<file path="config.mk">
export PLATFORM = sky130hd
export DESIGN_NAME = ahb_arbiter_nm
export DESIGN_NICKNAME = d
export VERILOG_FILES = /design/src/rtl/ahb_arbiter_nm.sv
export SDC_FILE = /design/constraint.sdc
export NUM_CORES = 1
export LEC_CHECK = 0
export ABC_CLOCK_PERIOD_IN_PS = 1900
export CORE_MARGIN = 10
export CORE_UTILIZATION = 42
export CTS_CLUSTER_DIAMETER = 40
export DETAILED_ROUTE_END_ITERATION = 12
export PLACE_DENSITY = 0.76
export SYNTH_ARGS = -nofsm -noshare
export SYNTH_HDL_FRONTEND = slang
export SYNTH_SLANG_ARGS = --single-unit
export TNS_END_PERCENT = 50
</file>
<file path="constraint.sdc">
create_clock -name HCLK -period 1.9 [get_ports HCLK]
set_input_delay 0.38 -clock HCLK [delete_from_list [all_inputs] [get_ports HCLK]]
set_output_delay 0.38 -clock HCLK [all_outputs]
set_load 0.02 [all_outputs]
</file>
<file path="src/rtl/ahb_arbiter_nm.sv">
// ahb_arbiter_nm: AHB arbiter with lock hold and SPLIT masking.
// Define AHB_ARB_ROUNDROBIN_EN for round-robin; fixed priority (lowest index) otherwise.
module ahb_arbiter_nm #(
  parameter int NUM_MASTERS = 4,
  parameter int DEFAULT_MASTER = 0,
  localparam int MW = $clog2(NUM_MASTERS)
) (
  input  logic                   HCLK,
  input  logic                   HRESET,
  input  logic [NUM_MASTERS-1:0] HBUSREQx,
  input  logic [NUM_MASTERS-1:0] HLOCKx,
  input  logic [NUM_MASTERS-1:0] HSPLIT,
  input  logic [1:0]             HRESP,
  input  logic                   HREADY,
  output logic [NUM_MASTERS-1:0] HGRANTx,
  output logic [MW-1:0]          HMASTER,
  output logic                   HMASTLOCK
);
  typedef enum logic [1:0] {ST_DEFAULT, ST_OWNED, ST_LOCKED} state_t;
  state_t                 r_state, w_state_next;
  logic [NUM_MASTERS-1:0] r_grant, w_grant_next;
  logic [NUM_MASTERS-1:0] r_split_mask, w_split_next, w_split_set, w_eff;
  logic [MW-1:0]          r_master, w_owner, w_win;
  logic                   r_mastlock, w_found, w_split_rsp, w_rearb;
`ifdef AHB_ARB_ROUNDROBIN_EN
  logic [MW-1:0]          r_rr_ptr;
`endif
  assign HGRANTx   = r_grant;
  assign HMASTER   = r_master;
  assign HMASTLOCK = r_mastlock;
  always_comb begin
    w_owner = '0;
    for (int i = 0; i < NUM_MASTERS; i++)
      if (r_grant[i]) w_owner = MW'(i);
  end
  always_comb begin
    w_eff   = HBUSREQx & ~r_split_mask;
    w_found = |w_eff;
    w_win   = '0;
`ifdef AHB_ARB_ROUNDROBIN_EN
    for (int k = NUM_MASTERS; k >= 1; k--)
      if (w_eff[(int'(r_rr_ptr) + k) % NUM_MASTERS]) w_win = MW'((int'(r_rr_ptr) + k) % NUM_MASTERS);
`else
    for (int k = NUM_MASTERS - 1; k >= 0; k--)
      if (w_eff[k]) w_win = MW'(k);
`endif
  end
  always_comb begin
    w_split_rsp = (HRESP == 2'b11) && !HREADY;
    w_split_set = '0;
    if (w_split_rsp && int'(r_master) != DEFAULT_MASTER) w_split_set[r_master] = 1'b1;
    w_split_next = (r_split_mask & ~HSPLIT) | w_split_set;
    w_rearb      = HREADY && r_state != ST_LOCKED;
    w_state_next = r_state;
    w_grant_next = r_grant;
    // A SPLIT response breaks any lock so the split master can be excluded next handover.
    if (w_split_rsp && r_state == ST_LOCKED)
      w_state_next = ST_OWNED;
    else if (HREADY && r_state == ST_LOCKED && !HLOCKx[w_owner])
      w_state_next = ST_OWNED;
    else if (w_rearb) begin
      w_grant_next = w_found ? NUM_MASTERS'(1) << w_win : NUM_MASTERS'(1) << DEFAULT_MASTER;
      w_state_next = !w_found ? ST_DEFAULT : HLOCKx[w_win] ? ST_LOCKED : ST_OWNED;
    end
  end
  always_ff @(posedge HCLK or posedge HRESET) begin
    if (HRESET) begin
      r_state      <= ST_DEFAULT;
      r_grant      <= NUM_MASTERS'(1) << DEFAULT_MASTER;
      r_master     <= MW'(DEFAULT_MASTER);
      r_mastlock   <= 1'b0;
      r_split_mask <= '0;
`ifdef AHB_ARB_ROUNDROBIN_EN
      r_rr_ptr     <= MW'(DEFAULT_MASTER);
`endif
    end else begin
      r_state      <= w_state_next;
      r_grant      <= w_grant_next;
      r_split_mask <= w_split_next;
      if (HREADY) begin
        r_master   <= w_owner;
        r_mastlock <= HLOCKx[w_owner];
      end
`ifdef AHB_ARB_ROUNDROBIN_EN
      if (w_rearb && w_found) r_rr_ptr <= w_win;
`endif
    end
  end
endmodule
</file>
* Word-level counts from Yosys, hierarchy flattened *
Cells that the tools add are included.

cells by class
  $add $sub $neg = 0
  divide/modulo/power cells = 0
  shifts and indexed selects = 1
  reductions and logical operators = 13
  $mul = 0
  magnitude comparators = 4
  equality and inequality tests = 3
  mux-type cells = 20
  bitwise logic cells = 7

operators with widths
  operator                                                                              number
  2-bit 2-to-1 mux                                                                      11
  2-bit by 3-bit < comparator with 1-bit output (second input constant)                 3
  4-bit bitwise AND                                                                     2
  4-bit 2-to-1 mux                                                                      2
  4-bit inverter                                                                        2
  1-bit logical AND                                                                     7
  1-bit binary-select mux with 2-bit select                                             2
  2-bit equality test (second input constant)                                           2
  1-bit 2-to-1 mux                                                                      4
  4-bit bitwise OR                                                                      1
  4-bit OR reduction                                                                    1
  1-bit by 2-bit << shifter with 4-bit output (first input constant)                    1
  3-bit AND reduction                                                                   1
  3-bit nonzero test                                                                    1
  1-bit demux with 2-bit select                                                         1
  2-bit by 1-bit greater-or-equal comparator with 1-bit output (second input constant)  1
  1-bit logical NOT                                                                     2
  2-bit != test (second input constant)                                                 1
  1-bit inverter                                                                        2
  2-bit nonzero test                                                                    1

word-level totals
  memory bits (writable) = 0
  register bits = 13
  input port bits = 17
  memories kept = 0
  bits in latches = 0
  bits in read-only memories = 0
  output and inout bits = 7

* Logic depth before layout (Yosys ltp) *
Gate-level depths: netlist of run 1.

  depth after elaboration = 13
  mapped depth = 4

* Least setup slack after synthesis of run 1 *
No wires, ideal clock.

  path type = reg-to-reg
  from = reg r_grant[1] (netlist: HGRANTx[1])
  to = reg r_state[1]
  slack = 0.465 ns
  arrival time = 1.300 ns
  cell stages (with the launch flop) = 5
  clock period less this slack = 1.435 ns
  cells stage by stage = dfrtp_1 > mux2_4 > a222oi_1 > or3_1 > o211ai_1

between the ends
  longest elaborated chain between the ends = 9
  elaborated cells on any way between the ends = 10

RTL lines
  element                                        RTL line  source
  start, declared                                21        logic [NUM_MASTERS-1:0] r_grant, w_grant_next;
  start signal, assigned                         69        r_grant <= NUM_MASTERS'(1) << DEFAULT_MASTER;
  start signal, assigned                         78        r_grant <= w_grant_next;
  1-bit 2-to-1 mux (*)                           34        if (r_grant[i]) w_owner = MW'(i);
  2-bit 2-to-1 mux (*) (2 in a row)              34
  1-bit binary-select mux with 2-bit select (*)  59        else if (HREADY && r_state == ST_LOCKED && !HLOCKx[w_owner])
  1-bit 2-to-1 mux (implied by the code) (*)     59
  1-bit logical NOT (*)                          59
  1-bit logical AND (*)                          59
  2-bit 2-to-1 mux                               59
  2-bit 2-to-1 mux                               57        if (w_split_rsp && r_state == ST_LOCKED)
  end signal, assigned                           77        r_state <= w_state_next;
  end, declared                                  20        state_t r_state, w_state_next;

Mark *: on every way between the ends. The rest lies on a longest branch, timed or not. The select of a mux whose other input is x is not followed.
A chain may end at the register's enable or synchronous reset.

* Worst setup path in the final report of run 1 *
  from = reg r_grant[0] (netlist: HGRANTx[0])
  to = out HGRANTx[0]

RTL lines
  element        RTL line  source
  end, declared  15        output logic [NUM_MASTERS-1:0] HGRANTx,

No word-level cell between the ends.

==> reports/qor.yml, run 1 <==
clocking:
  htreeDepth: 1
  ctsResizeCount: 0
  clk_latency_ps: 280
  cts_tree: "done"
  cts_root_buffer: "clkbuf_4"
  path_clk_slew_ps: 90
  hold_buffers: 0
  clockBufferDepth: 2
  clock-sinks: 13
  post_cts_buffers: 0
  cts_buffers: 3
synthesis:
  synthSimpleGateAreaFrac: 0.238
  synthDistinctLibCells: 28
  synthCells: 71
  synth_top_family_by_area: "simple AND/OR/NAND/NOR gates"
  synth.cell_area_um2: 663
  synth_xor_area_frac: 0
  synthAdderAreaFrac: 0
  synth_area_per_cell_um2: 9.34
  synthMuxAreaShare: 0.0377
  synth_nets: 88
  yosysSeqAreaShare: 0.492
  synth_compound_area_frac: 0.196
  synth-seq-cells: 13
  yosysWarnings: 0
sta:
  max-slew-margin-rel: 0.664
  hold_viol_final: 0
  setup_viol: 0
  rsz0062_at_grt: "no"
  fmax_mhz: 558
  slew_viol_final: 0
  fin_skew_ps: 9.88
  min_period_over_period: 0.942
  finalSetupTns_ps: 0
  period_needed_ps: 1790
  worst_pin_slew_ps: 504
critical_path:
  cp.arrival_ps: 1410
  start_kind: "flip-flop"
  critPathKind: "flip-flop to primary output"
  cp.required_ps: 1520
  critPathMaxStageDelay_ps: 590
  path_buf_inv: 1
  cp_cell_sequence: "clkdlybuf4s50_1"
  endpoint_kind: "primary output"
  critPathTopFamily: "buffers and inverters"
  crit_fanout: 2
  slowest_stage: "clkdlybuf4s50_1"
placement:
  place_congestion: 0.832
  dp_hpwl_mm: 1.36
  place_area_um2: 916
  io_buffers: 23
  dp.cells: 110
power_and_ir_drop:
  power_switching_share: 0.317
  power_density_mw_per_mm2: 808
  total_power_mw: 0.763
  sequentialPowerShare: 0.466
  p_comb_frac: 0.305
  switchingPower_mw: 0.242
  peakVddDrop_uv: 438
  clockPowerShare: 0.229
  cellInternalPower_mw: 0.521
  cellLeakagePower_nw: 0.398
grt:
  first_global_vias: 683
  track_usage: 0.103
  overflow: 0
  grt_start_max_net_pins: 14
  antenna_found_initial: 0
  grt_pass1_wl_mm: 2.86
final_layout:
  nets: 116
  layout.cells.non_filler: 114
  drive_gt1_frac: 0.0816
  final_area_um2: 943
  n_antenna_cell: 0
  syn2layout_area_growth_pct: 42.3
drt:
  viasPerCell: 5.44
  num_vias: 620
  drt-total-wl_mm: 1.69
  drt_iter0_markers: 25
  drc: 0
  ant_nets: 0
  drtPass1Iterations: 5
  wl_per_cell_um: 14.8
die:
  io_pins: 24
  die_area_mm2: 0.00357
  die_w_um: 59.7
  rows: 14
  start_util: 0.440
  core-area_mm2: 0.00151
  die_y_um: 59.7
flow_run:
  max-cap-violations: 0
outcome:
  status: "finished, final reports clean"
min_path:
  hp-class: "primary input to asynchronous set/reset pin"
==> stage by stage <==
stage | hold WS [ps] | setup slack, ps | utilization
5_1_grt | 477 | 46.7 | 0.626
4_1_cts | 427 | 93.6 | 0.626
2_1_floorplan | 256 | 465 | -
6_report | 415 | 109 | 0.626
3_5_place_dp | 491 | 65.3 | 0.608
3_3_place_gp | 467 | 126 | 0.608
==> synth_stat cells <==
master    number  area share
nor2b_1        4       0.038
a221o_1        1       0.015
nand2b_1       5       0.047
a31oi_1        1      0.0094
a22oi_1        1       0.011
o221ai_1       1       0.013
nor2_1         5       0.028
nand2_1        8       0.045
o31ai_1        1       0.011
a222oi_1       1       0.015
or3_1          1      0.0094
mux2i_1        1       0.015
o22ai_1        2       0.019
and2_1         1      0.0094
dfstp_2        1       0.040
nand4b_1       1       0.013
o211a_1        1       0.015
nand4_1        2       0.019
mux2_4         1       0.023
o211ai_1       1       0.011
o21ai_0        6       0.045
inv_1          5       0.028
dfrtp_1       12        0.45
buf_2          1      0.0075
nand3_1        1      0.0075
nand3b_1       1       0.011
or2_2          1      0.0094
a21oi_1        4       0.030
==> power groups by stage <==
stage	clock network (mW)	logic, mW	registers, mW
after floorplan	0	0.0976	0.384
after global placement	0	0.231	0.359
after detailed placement	0	0.234	0.361
after CTS	0.180	0.235	0.356
after global routing	0.194	0.258	0.362
final	0.174	0.233	0.355
==> logic make-up (layout without fill, tap and decap cells) <==
group | Yosys count | after routing
AO/OA/AOI/OAI | 20 | 20
multiplexers | 2 | 2
AND/OR/NAND/NOR | 30 | 30
flip-flops | 13 | 13
buffers and inverters | 6 | 33
==> cell usage in the layout, fill, tap and decap left out, types with 3 or more instances in the layout <==
cell	synthesis	routed
dfrtp_1	12	12
nand2b_1	5	5
o21ai_0	6	6
clkdlybuf4s50_1	0	23
nand2_1	8	8
inv_1	5	5
nor2_1	5	5
nor2b_1	4	4
clkbuf_4	0	3
a21oi_1	4	4
==> registers in the layout, indices dropped and copies added (netlist names) <==
name / flops
r_state: 2
HGRANTx: 4
HMASTLOCK: 1
r_split_mask: 4
HMASTER: 2
==> metal layers <==
layer,vias to the layer above,share of wire,track usage
met5,-,0,0
met4,0,0.016,0.0865
met3,2,0.073,0.0233
met2,22,0.48,0.159
met1,287,0.43,0.118
li1,309,-,-
==> final timing paths <==
path                       startpoint         end  slack (ps)  cells after the start
min in group HCLK          HGRANTx[0]  HGRANTx[0]         500                      2
hold / removal                 HRESET  HGRANTx[2]         410                      2
setup / recovery           HGRANTx[0]  HGRANTx[0]         110                      1
setup reg to reg           HGRANTx[1]  r_state[1]         420                      4
max in group asynchronous      HRESET  HGRANTx[0]        1130                      2
hold reg to reg            HGRANTx[0]  HGRANTx[0]         500                      2
==> area by class of cell <==
class	instances	area, um2
Fill cell	136	563
Sequential cell	13	327
Multi-Input combinational cell	52	313
Timing Repair Buffer	24	238
Clock buffer	3	22.5
Tap cell	16	20.0
Inverter	5	18.8
Clock inverter	1	5.00
(Power assumes the default switching activity.)
==> inputs of run 2 (changes only) <==
==> constraint.sdc (replaced) <==
create_clock -name HCLK -period 1.9 [get_ports HCLK]
set_input_delay 0.38 -clock HCLK [delete_from_list [all_inputs] [get_ports HCLK]]
set_output_delay 0.38 -clock HCLK [all_outputs]
set_load 0.01 [all_outputs]
==> results of run 2 <==
Same layout as run 1 (identical final DEF). Status: finished, final reports clean.
Among the figures that moved: setup slack after layout 109 ps -> 177 ps; total power 0.763 mW -> 0.743 mW; worst IR drop on VDD 438 uV -> 433 uV
==> inputs of run 3 (changes only) <==
--- a/config.mk
+++ b/config.mk
@@ -5,11 +5,12 @@
 export SDC_FILE = /design/constraint.sdc
 export NUM_CORES = 1
 export LEC_CHECK = 0
-export ABC_CLOCK_PERIOD_IN_PS = 1900
+export ABC_CLOCK_PERIOD_IN_PS = 1650
 export CORE_MARGIN = 10
 export CORE_UTILIZATION = 42
 export CTS_CLUSTER_DIAMETER = 40
 export DETAILED_ROUTE_END_ITERATION = 12
+export GPL_TIMING_DRIVEN = 0
 export PLACE_DENSITY = 0.76
 export SYNTH_ARGS = -nofsm -noshare
 export SYNTH_HDL_FRONTEND = slang
==> constraint.sdc (replaced) <==
create_clock -name HCLK -period 1.65 [get_ports HCLK]
set_input_delay 0.33 -clock HCLK [delete_from_list [all_inputs] [get_ports HCLK]]
set_output_delay 0.33 -clock HCLK [all_outputs]
set_load 0.05 [all_outputs]
==> run 3 against run 2 <==
  * Via count down 3.4%
  * Clock-buffer cell count rose by 1
  * Register-to-register slack lost 240 ps
  * Non-clock buffer count unchanged
  * Final cell count unchanged
  * Clock skew fell by 7.6 ps
  * Largest cell class unchanged
==> reports/qor.yml, run 3 (synthesis results as in run 1) <==
grt:
  overflow: 0
  antenna_found_initial: 0
  grt_start_max_net_pins: 14
  track_usage: 0.101
  grt_pass1_wl_mm: 2.82
  first_global_vias: 625
clocking:
  cts_tree: "done"
  clk_latency_ps: 270
  post_cts_buffers: 0
  cts_buffers: 3
  htreeDepth: 1
  cts_root_buffer: "clkbuf_4"
  path_clk_slew_ps: 80
  clockBufferDepth: 2
  hold_buffers: 0
  clock-sinks: 13
sta:
  hold_viol_final: 0
  fin_ws_ps: 82.0
  slew_viol_final: 0
  setup_viol: 0
  min_period_over_period: 0.950
  worst_pin_slew_ps: 511
  max-slew-margin-rel: 0.659
  fin_skew_ps: 2.26
  fmax_mhz: 638
  rsz0062_at_grt: "no"
  period_needed_ps: 1570
critical_path:
  path_buf_inv: 1
  endpoint_kind: "primary output"
  cp.required_ps: 1320
  r2r_cells: 4
  cp_cell_sequence: "dlygate4sd2_1"
  r2r_start: "HGRANTx[1]"
  r2r_setup_slack_ps: 180
  critPathMaxStageDelay_ps: 550
  slowest_stage: "dlygate4sd2_1"
  crit_fanout: 5
  critPathTopFamily: "buffers and inverters"
  cp.arrival_ps: 1240
  critPathKind: "flip-flop to primary output"
  r2r_end: "r_state[1]"
  start_kind: "flip-flop"
power_and_ir_drop:
  cellInternalPower_mw: 0.581
  power_switching_share: 0.365
  clockPowerShare: 0.214
  sequentialPowerShare: 0.443
  power_density_mw_per_mm2: 985
  switchingPower_mw: 0.334
  p_comb_frac: 0.343
  cellLeakagePower_nw: 0.408
  peakVddDrop_uv: 553
  total_power_mw: 0.915
final_layout:
  nets: 116
  final_area_um2: 928
  final_cell_mix: "clkdlybuf4s50_1 (16), dfrtp_1 (12), nand2_1 (8)"
  n_antenna_cell: 0
  drive_gt1_frac: 0.0816
  utilization: 0.616
  layout.cells.non_filler: 114
  fill_cells: 148
  syn2layout_area_growth_pct: 40.0
  final_common_cell: "clkdlybuf4s50_1"
drt:
  num_vias: 599
  drt-total-wl_mm: 1.71
  wl_per_cell_um: 15.0
  drc: 0
  drtPass1Iterations: 4
  viasPerCell: 5.25
  ant_nets: 0
  drt_iter0_markers: 16
placement:
  dp.cells: 110
  dp_hpwl_mm: 1.35
  place_area_um2: 913
  pre_cts_slack_ps: -190
  io_buffers: 23
  place_congestion: 0.788
flow_run:
  max-cap-violations: 0
die:
  die_y_um: 59.7
  start_util: 0.440
  die_w_um: 59.7
  core-area_mm2: 0.00151
  die_area_mm2: 0.00357
  io_pins: 24
  rows: 14
min_path:
  hp-class: "primary input to asynchronous set/reset pin"
outcome:
  status: "finished, final reports clean"
## run 3: cell count changes in the layout (fill, tap and decap cells not counted)
cell             change
clkinv_2             -1
clkdlybuf4s15_1      +1
dlygate4sd2_1        +5
clkbuf_2             +1
clkbuf_1             +1
buf_2                +1
buf_4                -1
clkdlybuf4s50_1      -7
## run 3: final cells by class
cell class / count / area, um2 / area share
clock buffers: 4 / 26.3 / 0.0283
flip-flops and latches: 13 / 327 / 0.352
repair buffers: 23 / 219 / 0.236
well taps: 16 / 20.0 / 0.0216
plain buffers: 1 / 5.00 / 0.00539
inverters: 5 / 18.8 / 0.0202
multi-input cells: 52 / 313 / 0.337
## run 3: per-layer routing
metal / track usage / share of wire
met3: 0.0297 / 0.067
met2: 0.160 / 0.45
met4: 0.0673 / 0.024
met5: 0 / 0
met1: 0.113 / 0.46
## run 3: timing repair
action | 4_1_cts | 5_1_grt
hold endpoints to repair | 0 | 0
gates resized for setup | 8 | 2
endpoints found under the setup margin | 7 | 2
## run 3: worst max path at each step
stage | startpoint | end | slack [ps] | cells after the start
after floorplan | HGRANTx[1] | r_state[1] | 20 | 4
after global placement | HLOCKx[0] | r_state[1] | -180 | 5
after detailed placement | HLOCKx[0] | r_state[1] | -190 | 5
after CTS | HGRANTx[0] | HGRANTx[0] | 10 | 1
after global routing | HGRANTx[3] | HGRANTx[3] | 10 | 1
final | HMASTER[1] | HMASTER[1] | 80 | 1
## run 3: stage by stage
| stage | hold WS [ps] | setup TNS, ps |
|---|---|---|
| detailed placement | 479 | -377 |
| global route | 402 | 0 |
| CTS | 388 | 0 |
| floorplan | 206 | 0 |
| finish | 380 | 0 |
| global placement | 471 | -355 |
## run 3: power groups by stage
stage | sequential (mW) | combinational (mW) | clock (mW)
after floorplan | 0.507 | 0.113 | 0
after global placement | 0.411 | 0.332 | 0
after detailed placement | 0.412 | 0.336 | 0
after CTS | 0.405 | 0.319 | 0.205
after global routing | 0.413 | 0.338 | 0.223
final | 0.406 | 0.314 | 0.196
